**src/rtl/serial_addsub_pkg.sv**
```systemverilog
// Shared definitions for the bit-serial adder/subtractor: FSM encoding and default width.
package serial_addsub_pkg;

  localparam int DEFAULT_WIDTH = 8;

  typedef enum logic [1:0] {
    IDLE = 2'b00,
    RUN  = 2'b01,
    DONE = 2'b10
  } state_t;

endpackage

```
**src/rtl/serial_addsub_fa_bit.sv**
```systemverilog
// One-bit full adder cell used by the serial datapath.
module fa_bit (
  input  logic a,
  input  logic b,
  input  logic cin,
  output logic s,
  output logic cout
);

  assign s    = a ^ b ^ cin;
  assign cout = (a & b) | (cin & (a ^ b));

endmodule

```
**src/rtl/serial_addsub.sv**
```systemverilog
// Bit-serial adder/subtractor: operands are shifted LSB-first through a single
// full-adder cell, one bit per clock, with the result published on entry to DONE.
module serial_addsub
  import serial_addsub_pkg::*;
#(
  parameter int WIDTH = DEFAULT_WIDTH
) (
  input  logic             clk,
  input  logic             rst_n,
  input  logic             start,
  input  logic             sub,
  input  logic [WIDTH-1:0] a,
  input  logic [WIDTH-1:0] b,
  output logic             busy,
  output logic             done,
  output logic [WIDTH-1:0] result,
  output logic             cout,
  output logic             overflow
);

  localparam int             CW   = $clog2(WIDTH) + 1;
  localparam logic [CW-1:0]  LAST = CW'(WIDTH - 1);

  state_t           state;
  state_t           next;
  logic [WIDTH-1:0] a_sh;
  logic [WIDTH-1:0] b_sh;
  logic [WIDTH-1:0] acc;
  logic             carry;
  logic [CW-1:0]    cnt;
  logic             s_bit;
  logic             c_bit;

  fa_bit u_fa (
    .a    (a_sh[0]),
    .b    (b_sh[0]),
    .cin  (carry),
    .s    (s_bit),
    .cout (c_bit)
  );

  always_ff @(posedge clk or negedge rst_n) begin
    if (!rst_n) state <= IDLE;
    else        state <= next;
  end

  always_comb begin
    next = state;
    case (state)
      IDLE:    if (start) next = RUN;
      RUN:     if (cnt == LAST) next = DONE;
      DONE:    next = IDLE;
      default: next = IDLE;
    endcase
  end

  // Subtraction is a + ~b + 1, so the inverted operand and an initial carry of 1
  // are set up at load time. acc needs no clearing: every bit is shifted out by DONE.
  always_ff @(posedge clk or negedge rst_n) begin
    if (!rst_n) begin
      a_sh     <= '0;
      b_sh     <= '0;
      acc      <= '0;
      carry    <= 1'b0;
      cnt      <= '0;
      result   <= '0;
      cout     <= 1'b0;
      overflow <= 1'b0;
    end else begin
      case (state)
        IDLE: begin
          if (start) begin
            a_sh  <= a;
            b_sh  <= sub ? ~b : b;
            carry <= sub;
            cnt   <= '0;
          end
        end
        RUN: begin
          a_sh  <= a_sh >> 1;
          b_sh  <= b_sh >> 1;
          acc   <= {s_bit, acc[WIDTH-1:1]};
          carry <= c_bit;
          cnt   <= cnt + CW'(1);
          // On the MSB the carry register holds the carry into the MSB.
          if (cnt == LAST) begin
            result   <= {s_bit, acc[WIDTH-1:1]};
            cout     <= c_bit;
            overflow <= carry ^ c_bit;
          end
        end
        default: ;
      endcase
    end
  end

  assign busy = (state == RUN);
  assign done = (state == DONE);

endmodule

```
**config.mk**
```make
export PLATFORM = sky130hd
export DESIGN_NAME = serial_addsub
export DESIGN_NICKNAME = d
export VERILOG_FILES = /design/src/rtl/serial_addsub_pkg.sv /design/src/rtl/serial_addsub_fa_bit.sv /design/src/rtl/serial_addsub.sv
export SDC_FILE = /design/constraint.sdc
export NUM_CORES = 1
export LEC_CHECK = 0
export ABC_AREA = 1
export CORE_MARGIN = 10
export CORE_UTILIZATION = 49
export DETAILED_ROUTE_END_ITERATION = 8
export PLACE_DENSITY = 0.75
export SETUP_SLACK_MARGIN = 0.1
export SLEW_MARGIN = 0
export SYNTH_ARGS = -nofsm -noshare
export SYNTH_HDL_FRONTEND = slang
export SYNTH_SLANG_ARGS = --single-unit
```
**constraint.sdc**
```tcl
create_clock -name clk -period 1.6 [get_ports clk]
set_input_delay 0.4 -clock clk [delete_from_list [all_inputs] [get_ports clk]]
set_output_delay 0.4 -clock clk [all_outputs]
set_load 0.03 [all_outputs]
```
# Yosys cells after proc, flatten, opt, wreduce, memory -nomap -nowiden
# Index checks and enable logic that the tools add are counted.
# word_totals
register_bits,41
latchBits,0
ram_bits,0
rom_bits,0
output_inout_bits,12
elab_cells,39
mem_count,0
# op_classes
add_sub_neg,1
mul,0
n_div,0
n_lt_le_gt_ge,0
eq_ne,5
shift,0
n_mux,12
n_bitwise,7
n_reduce_logical,5
# ops
op,n
case mux 8 bit (2 select lines),2
two-way mux 8 bit,3
inverter 8 bit,1
case mux 4 bit (2 select lines),1
AND reduction 2 bit,3
"adder 4 x 1 -> 4 bit, second input constant",1
"== test 4 x 3 -> 1 bit, second input constant",1
two-way mux 2 bit,2
two-way mux 4 bit,1
case mux 2 bit (2 select lines),1
XOR 1 bit,3
bitwise AND 1 bit,2
"== test 2 x 1 -> 1 bit, second input constant",1
"== test 2 bit, second input constant",1
logical NOT 2 bit,1
"inequality test 2 x 1 -> 1 bit, second input constant",1
"inequality test 2 bit, second input constant",1
case mux 1 bit (2 select lines),1
nonzero test 2 bit,1
two-way mux 1 bit,1
OR 1 bit,1

# Depth between registers and ports, before layout
# logic_depth
depth_word,4
depth_mapped,6
mapped_depth_nobuf,6

# Cells and area by module
# A second synthesis with hierarchy kept.
# hier_totals
hier_cells,226
area_unflattened_um2,1844.3
# by_module_without_submodules
mod,n_inst,cells_each,area_per_inst_um2,seq_area_each_um2
serial_addsub,1,225,1824.2,1001.0
fa_bit,1,1,20.0,0.0

# Worst setup path after synthesis
# OpenSTA, ideal clock, no wires.
# synth_timing
kind,flip-flop to flip-flop
from,reg carry
to,reg overflow
arrival_ns,1.129
t_required_ns,1.483
setup_slack_ns,0.354
path_stages_with_launch,5
n_path_buf,0
synth_period_minus_slack_ns,1.246
cell_sequence,dfrtp_1 > fa_1 > xor2_1 > nand2_1 > nand2_1
# synth_between
elab_chain_cells,3
# synth_rtl
item,line,rtl
start: declaration,serial_addsub.sv:29,logic carry;
start signal: assignment,serial_addsub.sv:75,carry <= sub;
start signal: assignment,serial_addsub.sv:83,carry <= c_bit;
bitwise AND 1 bit,serial_addsub_fa_bit.sv:11,assign cout = (a & b) | (cin & (a ^ b));
OR 1 bit,serial_addsub_fa_bit.sv:11,
via c_bit,serial_addsub.sv:32,logic c_bit;
XOR 1 bit,serial_addsub.sv:89,overflow <= carry ^ c_bit;
end signal: assignment,serial_addsub.sv:89,
end: declaration,serial_addsub.sv:18,output logic overflow
# The timed path passes the listed nets, and every way through them passes these cells.
# A chain may end at the register's enable or synchronous reset.

# Worst setup path in the final report
# layout_timing
from,reg state[1]
to,out busy
# layout_between
elab_chain_cells,1
# layout_rtl
item,line,rtl
start: declaration,serial_addsub.sv:24,state_t state;
start signal: assignment,serial_addsub.sv:44,else state <= next;
== test 2 x 1 -> 1 bit,serial_addsub.sv:97,assign busy = (state == RUN);
end: declaration,serial_addsub.sv:14,"output logic busy,"
# No other way between the ends.

==> out/qor.yml <==
via_per_inst: 4.92
worst-r2r-cell-count: 4
fin_crit_ns: 1.47
fin_ws_ns: 0.133
yosysMostFrequentCell: "nand2_1"
clkTransAtPathRegs_ns: 0.07
arrival_ns: 1.07
r2r_end: "overflow$_DFFE_PN0P_"
grt_usage_pct: 12.0
synth_common_cells: "100 x nand2_1, 40 x dfrtp_1, 39 x nand3_1"
drt_first_pass_iters: 4
pre_cts_slack_ns: 0.147
pin_count: 32
die-area_um2: 6620
insertion_delay_ns: 0.28
routed-via-count: 1524
clkSinkCount: 40
rsz0062_at_grt: "yes"
avgSynthCellArea_um2: 8.16
finalCritPeriodShare_pct: 91.7
synthFlopType: "dfrtp_1"
coreArea_um2: 3660
seq_area_frac_synth_pct: 54.3
hold_buffers: 0
postSynth.asyncResetShare_pct: 100
synth_top_cells_by_area: "dfrtp_1 54%, nand2_1 20%, nand3_1 11%"
first_iter_violations: 68
peakVddDrop_uv: 749
slew_violations: 0
final_hold_viol_count: 0
regToRegSetupSlack_ns: 0.29
ant_nets: 0
relSlewSlack_pct: 79.5
synth_edf_count: 0
grt_pass1_wl_mm: 6.40
syn_nets: 248
antenna_found_initial: 0
dieWidth_um: 81.4
htree_levels: 2
synthCells: 226
max_freq_ghz: 0.682
overflow: 0
yosys.area.top_type: "dfrtp_1"
synth_warnings: 0
drive_gt1_share_pct: 8.78
fin_nets: 283
ys_ff_latch: 40
clockBufferDepth: 2
drc: 0
place_hpwl_mm: 2.60
powerDensity_nw_per_um2: 1750
r2r-start: "carry$_DFFE_PN0P_"
p_leak_nw: 1.20
tightestPinTransition_ns: 0.308
grt_start_max_net_pins: 41
setup_viol: 0
initial_utilization_pct: 50.4
outcome: "finished, final reports clean"
cts_root_buf: "clkbuf_8"
synth_area_um2: 1840
critPathLaunchType: "flop"
num_antenna_cells: 0
syn2layout_area_growth_pct: 24.4
worstSetupPathType: "reg2out"
first_global_vias: 1453
max_cap_viol_count: 0
numCtsBuffers: 5
wl_per_cell_um: 12.0
finalClockSkew_ns: 0.00374
fp.dieH_um: 81.4
gp_congestion: 0.801
cts_tree: "yes"
rows: 22
holdCritPathClass: "in2async"
p_total_mw: 4.02
cp_max_fo: 3
fin_tns_setup_ns: 0
port_buffers: 31
routed_wl_mm: 3.72
critPathRequiredTime_ns: 1.20
critPathCaptureType: "output pin"
synth_top_area_share_pct: 54.3
yosysUniqueCellTypes: 19
where the power goes:
part	leakage, nW	internal [mW]	total [mW]	switching (mW)
registers	0.510	1.44	1.70	0.264
logic	0.640	0.608	1.63	1.02
clock network	0.0455	0.352	0.680	0.329
total	1.20	2.40	4.02	1.62
area by class of cell:
class	count	area (um^2)
inverter	15	58.8
fill	338	1370
sequential	40	1000
multi-input combinational	161	718
clock buffer	8	90.1
timing repair buffer	38	365
tap	48	60.1
worst max path at each step:
| stage | from | endpoint | slack (ns) | cells after the start |
|---|---|---|---|---|
| after floorplan | carry$_DFFE_PN0P_ | overflow$_DFFE_PN0P_ | 0.35 | 4 |
| after global placement | sub | b_sh[7]$_DFFE_PN0P_ | 0.14 | 4 |
| after detailed placement | start | b_sh[2]$_DFFE_PN0P_ | 0.15 | 5 |
| after CTS | state[1]$_DFFE_PN0P_ | busy | 0.15 | 4 |
| after global routing | state[1]$_DFFE_PN0P_ | busy | 0.09 | 4 |
| final | state[1]$_DFFE_PN0P_ | busy | 0.13 | 4 |
critical path, stage by stage, from the launching register on:
cell and delay [ns]:
dfrtp_1 0.40, inv_2 0.08, nand2_2 0.09, inv_4 0.07
buf_4 0.15
cell usage in the layout, fill, tap and decap left out, drive strengths merged, types with 5 or more instances in the layout:
cell type / netlist / layout
dlygate4sd2: 0 / 10
o21ai: 10 / 10
nand3: 39 / 39
nand2: 102 / 102
clkdlybuf4s50: 0 / 18
nor2: 5 / 5
clkbuf: 0 / 8
buf: 10 / 10
dfrtp: 40 / 40
inv: 15 / 15
state kept, by name, summed over array words and instances, names as in the netlist, 2 cells and up:
register  count
state         2
cnt           4
b_sh          8
result        8
a_sh          8
acc           7
kinds of logic (layout without fill, tap and decap cells):
| group | after synthesis | in the layout | share of synthesized area [%] |
|---|---|---|---|
| adders and majority gates | 2 | 2 | 1.76 |
| xor gates and xnor gates | 2 | 2 | 0.950 |
| and+or+nand+nor | 147 | 147 | 33.2 |
| buffers and inverters | 25 | 61 | 7.06 |
| AOI/OAI and AO/OA | 10 | 10 | 2.71 |
| DFF | 40 | 40 | 54.3 |
layer usage:
metal	vias to the layer above	global-route usage [%]	wire length, um
met2	38	18.9	1670
met4	0	3.63	40
met1	694	15.1	1760
li1	786	-	-
met5	-	0	0
met3	6	4.42	240
per-stage QoR:
step           cells  utilization (%)  hold slack [ns]  instance area [um^2]
4_1_cts          310             62.5           0.0886                  2290
6_report         310             62.6           0.0775                  2290
5_1_grt          310             62.6           0.0827                  2290
3_3_place_gp     301             60.2            0.385                  2200
2_1_floorplan    226                -            0.104                  1840
3_5_place_dp     301             60.2            0.393                  2200
repair_timing:
| item | 4_1_cts | 5_1_grt |
|---|---|---|
| gates resized for setup | 10 | 1 |
| buffers inserted | 1 | 0 |
| pin swaps | 0 | 0 |
| setup endpoints to repair | 11 | 1 |
No activity file was read; power rests on OpenSTA's default activity.
